## src/rtl/shift_pkg.sv

```systemverilog
// Shared encodings for the universal shift register: operation modes and
// burst-control FSM states.
package shift_pkg;

   typedef enum logic [2:0] {
      MODE_HOLD  = 3'b000,
      MODE_LOAD  = 3'b001,
      MODE_SHL   = 3'b010,
      MODE_SHR   = 3'b011,
      MODE_ROL   = 3'b100,
      MODE_ROR   = 3'b101,
      MODE_ASR   = 3'b110,
      MODE_CLEAR = 3'b111
   } mode_t;

   typedef enum logic [1:0] {
      ST_IDLE = 2'b00,
      ST_BUSY = 2'b01,
      ST_DONE = 2'b10
   } state_t;

   // Only the shift/rotate family can run as a multi-step burst.
   function automatic logic is_burst_mode(input mode_t m);
      return (m == MODE_SHL) || (m == MODE_SHR) || (m == MODE_ROL) ||
             (m == MODE_ROR) || (m == MODE_ASR);
   endfunction

endpackage

```

## src/rtl/usr_step.sv

```systemverilog
// Combinational single-step next-value logic for the universal shift register.
// LOAD has no data input here; the top overrides the result with d.
module usr_step
   import shift_pkg::*;
#(
   parameter int WIDTH = 8
) (
   input  logic [WIDTH-1:0] q,
   input  mode_t            mode,
   input  logic             serial_in,
   output logic [WIDTH-1:0] next_q
);

   always_comb begin
      next_q = q;
      case (mode)
         MODE_HOLD:  next_q = q;
         MODE_LOAD:  next_q = q;
         MODE_SHL:   next_q = {q[WIDTH-2:0], serial_in};
         MODE_SHR:   next_q = {serial_in, q[WIDTH-1:1]};
         MODE_ROL:   next_q = {q[WIDTH-2:0], q[WIDTH-1]};
         MODE_ROR:   next_q = {q[0], q[WIDTH-1:1]};
         MODE_ASR:   next_q = {q[WIDTH-1], q[WIDTH-1:1]};
         MODE_CLEAR: next_q = '0;
         default:    next_q = q;
      endcase
   end

endmodule

```

## src/rtl/universal_shift_register.sv

```systemverilog
// Universal shift register with single-step operations and counted bursts
// of shift/rotate steps, signalled by busy and a one-cycle done pulse.
module universal_shift_register
   import shift_pkg::*;
#(
   parameter int WIDTH = 8,
   parameter int CNT_W = 8
) (
   input  logic             clock,
   input  logic             reset,
   input  logic [2:0]       mode,
   input  logic [WIDTH-1:0] d,
   input  logic             serial_in,
   input  logic             start,
   input  logic [CNT_W-1:0] amount,
   output logic [WIDTH-1:0] q,
   output logic             serial_out,
   output logic             busy,
   output logic             done
);

   localparam logic [CNT_W-1:0] ONE = CNT_W'(1);

   state_t           state, next_state;
   mode_t            burst_mode, next_burst_mode;
   mode_t            mode_in, step_mode;
   logic [CNT_W-1:0] count, next_count;
   logic [WIDTH-1:0] step_q, next_q;

   assign mode_in   = mode_t'(mode);
   assign step_mode = (state == ST_BUSY) ? burst_mode : mode_in;

   usr_step #(.WIDTH(WIDTH)) u_step (
      .q         (q),
      .mode      (step_mode),
      .serial_in (serial_in),
      .next_q    (step_q)
   );

   assign serial_out = ((step_mode == MODE_SHL) || (step_mode == MODE_ROL)) ?
                       q[WIDTH-1] : q[0];

   always_comb begin
      next_state      = state;
      next_q          = q;
      next_count      = count;
      next_burst_mode = burst_mode;
      case (state)
         ST_BUSY: begin
            next_q     = step_q;
            next_count = count - ONE;
            if (count <= ONE) begin
               next_count = '0;
               next_state = ST_DONE;
            end
         end
         default: begin
            // IDLE and DONE accept a new operation identically.
            if (start && is_burst_mode(mode_in)) begin
               next_burst_mode = mode_in;
               if (amount == '0) begin
                  next_count = '0;
                  next_state = ST_DONE;
               end else begin
                  next_q     = step_q;
                  next_count = amount - ONE;
                  next_state = (amount > ONE) ? ST_BUSY : ST_DONE;
               end
            end else begin
               next_q     = (mode_in == MODE_LOAD) ? d : step_q;
               next_state = ST_IDLE;
            end
         end
      endcase
   end

   // busy/done are registered from next_state so they are glitch-free.
   always_ff @(posedge clock or negedge reset) begin
      if (!reset) begin
         state      <= ST_IDLE;
         q          <= '0;
         count      <= '0;
         burst_mode <= MODE_HOLD;
         busy       <= 1'b0;
         done       <= 1'b0;
      end else begin
         state      <= next_state;
         q          <= next_q;
         count      <= next_count;
         burst_mode <= next_burst_mode;
         busy       <= (next_state == ST_BUSY);
         done       <= (next_state == ST_DONE);
      end
   end

endmodule

```

## config.mk

```make
export PLATFORM = sky130hd
export DESIGN_NAME = universal_shift_register
export DESIGN_NICKNAME = d
export VERILOG_FILES = /design/src/rtl/shift_pkg.sv /design/src/rtl/usr_step.sv /design/src/rtl/universal_shift_register.sv
export SDC_FILE = /design/constraint.sdc
export NUM_CORES = 1
export LEC_CHECK = 0
export ABC_AREA = 1
export BUFFER_PORTS_ARGS = -buffer_cell sky130_fd_sc_hd__buf_2
export CORE_ASPECT_RATIO = 0.7
export CORE_MARGIN = 4
export CORE_UTILIZATION = 60
export DETAILED_ROUTE_END_ITERATION = 16
export GPL_TIMING_DRIVEN = 0
export PLACE_DENSITY = 0.94
export REMOVE_ABC_BUFFERS = 1
export SLEW_MARGIN = 5
export SYNTH_ARGS = -nofsm -noshare
export SYNTH_HDL_FRONTEND = slang
export SYNTH_SLANG_ARGS = --single-unit
```

## constraint.sdc

```tcl
create_clock -name clock -period 3 [get_ports clock]
set_input_delay 0.3 -clock clock [delete_from_list [all_inputs] [get_ports clock]]
set_output_delay 0.3 -clock clock [all_outputs]
set_load 0.005 [all_outputs]
```

; After elaboration in Yosys (flattened, before gate mapping)
; Index checks and enable logic that the tools add are counted.
[totals]
output_inout_bits = 11
reg_bits = 23
elab_cells = 55
inputBits = 23
[classes]
n_reduce_logical = 11
magnitude_cmp = 2
n_mux = 16
add_sub_neg = 2
bitwise_logic = 1
n_eq_ne = 17
[op_table]
columns = cell, n
row1 = $mux W8, 8
row2 = $pmux W8 S7, 1
row3 = $eq A3 B3 Y1 const B, 7
row4 = $sub A8 B1 Y8 const B, 2
row5 = $eq A3 B2 Y1 const B, 4
row6 = $mux W2, 5
row7 = $gt A8 B1 Y1 const B, 1
row8 = $le A8 B1 Y1 const B, 1
row9 = $logic_not A8 Y1, 1
row10 = $eq A3 B1 Y1 const B, 2
row11 = $logic_or A1 B1 Y1, 5
row12 = $eq A2 B1 Y1 const B, 2
row13 = $logic_not A3 Y1, 1
row14 = $mux W3, 1
row15 = $ne A3 B3 Y1 const B, 1
row16 = $eq A2 B2 Y1 const B, 1
row17 = $reduce_and A2 Y1, 1
row18 = $reduce_bool A2 Y1, 1
row19 = $reduce_or A2 Y1, 1
row20 = $logic_and A1 B1 Y1, 1
row21 = $mux W1, 1
row22 = $not A1 Y1, 1

; Depth between registers and ports, before layout
[logic_depth]
depth_word = 9
mapped_depth = 13
mapped_depth_nobuf = 12

; Hierarchy
; From an unflattened synthesis, not the netlist that was laid out.
[unflattened]
cells_unflattened = 322
hier_area_um2 = 2040.7
[by_module_without_submodules]
columns = mod, n_inst, cells_per_inst, area_each_um2, seq_area_each_um2
row1 = universal_shift_register, 1, 222, 1606.5, 575.6
row2 = usr_step, 1, 100, 434.2, 0.0

; Least setup slack after synthesis
; No wires, ideal clock.
[synth_path]
path_type = register to register
startpoint = register count[0]
endpoint = register count[7]
path_buffers = 0
t_arrival_ns = 1.423
stages_incl_launch_ff = 12
period_less_slack_ns = 1.488
slack_ns = 1.512
t_required_ns = 2.935
setup_time_ns = 0.065
cell_sequence = dfrtp_1 -> inv_1 -> ha_1 -> nor2_1 -> nor2_1 -> nand2_1 -> nand2_1 -> inv_1 -> nand2_1 -> o21ai_0 -> nand2_1 -> nand2_1
[synth_between]
elab_chain_len = 3
word_cells_on_any_way = 4
classes_between = add/sub: 1 / order compare: 1 / mux: 2
[synth_rtl]
columns = item, line
row1 = start: declaration, universal_shift_register.sv:27  ; logic [CNT_W-1:0] count, next_count;
row2 = start signal: assignment, universal_shift_register.sv:89  ; count <= next_count;
row3 = $sub A8 B1 Y8 / $le A8 B1 Y1 (equally long branches), "universal_shift_register.sv:51, universal_shift_register.sv:52"
row4 = $mux W8 (*), universal_shift_register.sv:52  ; if (count <= ONE) begin
row5 = $mux W8 (*), universal_shift_register.sv:48  ; case (state)
; Mark *: on every way between the ends. The rest lies on a longest branch, timed or not.
; A chain may end at the register's enable or synchronous reset.

; Worst setup path after layout
[layout_path]
startpoint = register state[0]
endpoint = output port serial_out
[layout_between]
elab_chain_len = 5
word_cells_on_any_way = 6
classes_between = eq/ne: 3 / mux: 2 / reduce/logical: 1
[layout_rtl]
columns = item, line
row1 = start: declaration, universal_shift_register.sv:24  ; state_t state, next_state;
row2 = start signal: assignment, universal_shift_register.sv:87  ; state <= next_state;
row3 = $eq A2 B1 Y1 (*), universal_shift_register.sv:31  ; assign step_mode = (state == ST_BUSY) ? burst_mode : mode_in;
row4 = $mux W3 (*), universal_shift_register.sv:31
row5 = $eq A3 B2 Y1 / $eq A3 B3 Y1 (equally long branches), universal_shift_register.sv:40  ; assign serial_out = ((step_mode == MODE_SHL) || (step_mode == MODE_ROL)) ?
row6 = $logic_or A1 B1 Y1 (*), universal_shift_register.sv:40
row7 = $mux W1 (*), universal_shift_register.sv:40
row8 = end: declaration, universal_shift_register.sv:17  ; output logic serial_out,
; Marks and branches as above.

==> flow_summary.json <==
{
  "period_minus_slack_ns": 2.20,
  "grt_overflow": 0,
  "pre_cts_ws_ns": 1.12,
  "die-area_um2": 4010,
  "ios": 34,
  "yosys_warnings": 0,
  "area_growth_pct": 10.7,
  "via_count": 1894,
  "drv_slew": 0,
  "clockRootBuffer": "clkbuf_8",
  "hpwl_um": 3100,
  "worstSetupEndpoint": "serial_out",
  "fin_tns_setup_ns": 0,
  "n_fill_cell": 252,
  "synth.ff_latch_count": 23,
  "regArea_um2": 576,
  "cts_tree": "done",
  "startpoint": "state[0]$_DFF_PN0_",
  "grt_pass1_wl_um": 6910,
  "drv_cap": 0,
  "fin_skew_ns": 0.00850,
  "ir_worst_vdd_v": 0.000374,
  "path_clk_slew_ns": 0.09,
  "vias_per_cell": 5.37,
  "finalPower_w": 0.00183,
  "clock_latency_ns": 0.27,
  "synth_cells": 287,
  "timing.rr.start": "state[0]$_DFF_PN0_",
  "worst_ep_arrival_time_ns": 1.90,
  "fin_nets": 346,
  "place.gp.congestion": 0.892,
  "crit_type": "reg2out",
  "grt_usage_pct": 22.5,
  "rsz0062_at_grt": "no",
  "status": "finished with violations",
  "finalSetupViolCount": 0,
  "violations": "hold timing",
  "holdCritPathClass": "in2async",
  "period_share_pct": 73.4,
  "antenna_cells": 0,
  "hold_violations": 7,
  "drt_iter0_drc": 148,
  "fin_area_um2": 2020,
  "grt_max_degree": 24,
  "final_antenna_net_count": 0,
  "worst_slew_pin_slew_ns": 0.607,
  "power.density_nw_per_um2": 903,
  "die_h_um": 54.2,
  "firstDrtPassIters": 5,
  "h-tree-depth": 1,
  "fin_hold_ws_ns": -0.00157,
  "worstRegToRegCells": 11,
  "cts-buffers-inserted": 3,
  "cts_num_sinks": 23,
  "multi_input_area_um2": 1060,
  "rrSetupSlack_ns": 1.14,
  "fp.coreArea_um2": 2860,
  "slew_headroom_pct": 59.4,
  "start_util_pct": 63.9,
  "rows": 16,
  "postCtsSetupBuffers": 0,
  "p_leak_nw": 1.12,
  "cts_hold_buf": 0,
  "dp_cells": 349,
  "crit_fanout": 12,
  "drive_gt1_share_pct": 16.4,
  "routedWlPerCell_um": 11.8,
  "ys.flop_type": "dfrtp_1",
  "syn_area_per_cell_um2": 6.37,
  "antenna_found_initial": 0,
  "ctsResizeCount": 0,
  "critPathRequiredTime_ns": 2.70,
  "timing.rr.end": "q[4]$_DFFE_PN0P_",
  "die_x_um": 74.0,
  "first_global_vias": 1590,
  "wl_um": 4180,
  "yosysUniqueCellTypes": 29,
  "dpl_cell_area_um2": 1980,
  "ys_seq_area_share_pct": 31.5,
  "max_freq_ghz": 0.454,
  "synth_edf_count": 0,
  "final_cell_mix": "nand2_1, nor2_1, inv_1, buf_2, nand3_1",
  "start_kind": "register",
  "ctsLongestPathBuffers": 2,
  "endpoint_kind": "primary output",
  "final_common_cell": "nand2_1",
  "portBuffers": 33,
  "synth-async-reset-ratio_pct": 100,
  "drc_errors": 0,
  "finalNonFillerCells": 353,
  "setup_ws_ns": 0.799,
  "mappedNetlistArea_um2": 1830
}
==> synth_stat cells (3+ instances only) <==
cell type,count,area [µm²]
inv_1,33,124
o22ai_1,4,25.0
nand3_1,32,160
nand2_1,96,360
nand2_2,8,50.1
nor2_1,38,143
nand4_1,3,18.8
xor2_1,4,35.0
a31oi_1,3,18.8
ha_1,5,62.6
dfrtp_1,23,576
o21ai_1,3,15.0
buf_6,3,33.8
nor3_1,3,15.0
o21ai_0,10,50.1
nand3_2,3,30.0
==> layout make-up <==
| type | instances | area share, % |
|---|---|---|
| multi-input cells | 222 | 52.5 |
| flip-flops and latches | 23 | 28.4 |
| repair buffers | 33 | 8.16 |
| inverters | 35 | 6.49 |
| clock buffers | 4 | 2.22 |
| well taps | 36 | 2.22 |
==> kinds of logic (layout without fill, tap and decap cells) <==
family | after synthesis | after routing | synth area share (%)
AO/OA/AOI/OAI | 23 | 23 | 7.05
XOR/XNOR | 6 | 6 | 2.87
adder cells (fa/ha/maj) | 5 | 5 | 3.42
flip-flops | 23 | 23 | 31.5
AND/OR/NAND/NOR | 188 | 188 | 44.8
buffers and inverters | 42 | 72 | 10.4
==> worst min-delay path by stage <==
stage,from,end,slack [ns],cells after the start
after floorplan,reset,burst_mode[0]$_DFFE_PN0P_,0.004,0
after global placement,reset,count[3]$_DFFE_PN0P_,0.31,1
after detailed placement,reset,count[3]$_DFFE_PN0P_,0.31,1
after CTS,reset,done$_DFF_PN0_,0.02,1
after global routing,reset,count[3]$_DFFE_PN0P_,0.05,1
final,reset,done$_DFF_PN0_,-0.002,1
==> stage by stage <==
stage	hold slack [ns]	utilization, %
after global routing	0.0471	70.7
final	-0.00157	70.7
after CTS	0.0205	70.7
after detailed placement	0.311	69.1
after floorplan	0.00441	-
after global placement	0.308	69.1
==> registers in the layout, summed over array words and instances, names as in the netlist <==
signal      count
count           8
q               8
burst_mode      3
state           2
busy            1
done            1
==> where the power goes <==
part	internal (W)	leakage, nW	total, W	switching [W]
sequential	0.000442	0.287	0.000575	0.000133
clock	0.0000949	0.0228	0.000195	0.000100
combinational	0.000372	0.814	0.00106	0.000686
==> worst max-delay path, cell delays in order, from the launching register on <==
cell and delay [ns]:
dfrtp_1 0.46, nand2_2 0.24, nand2_1 0.09, nand2_1 0.32, nand2_1 0.09, nand2_1 0.08
nand2_2 0.07, o21ai_0 0.14, buf_2 0.13
==> metal layers <==
| layer | vias to the layer above | part of all wire [%] | global-route usage, % |
|---|---|---|---|
| met5 | - | 0 | 0 |
| met4 | 0 | 1.6 | 3.92 |
| met3 | 8 | 9.6 | 5.04 |
| met2 | 96 | 43 | 36.3 |
| met1 | 825 | 46 | 31.3 |
| li1 | 965 | - | - |
Power figures use the tool's default switching activity.
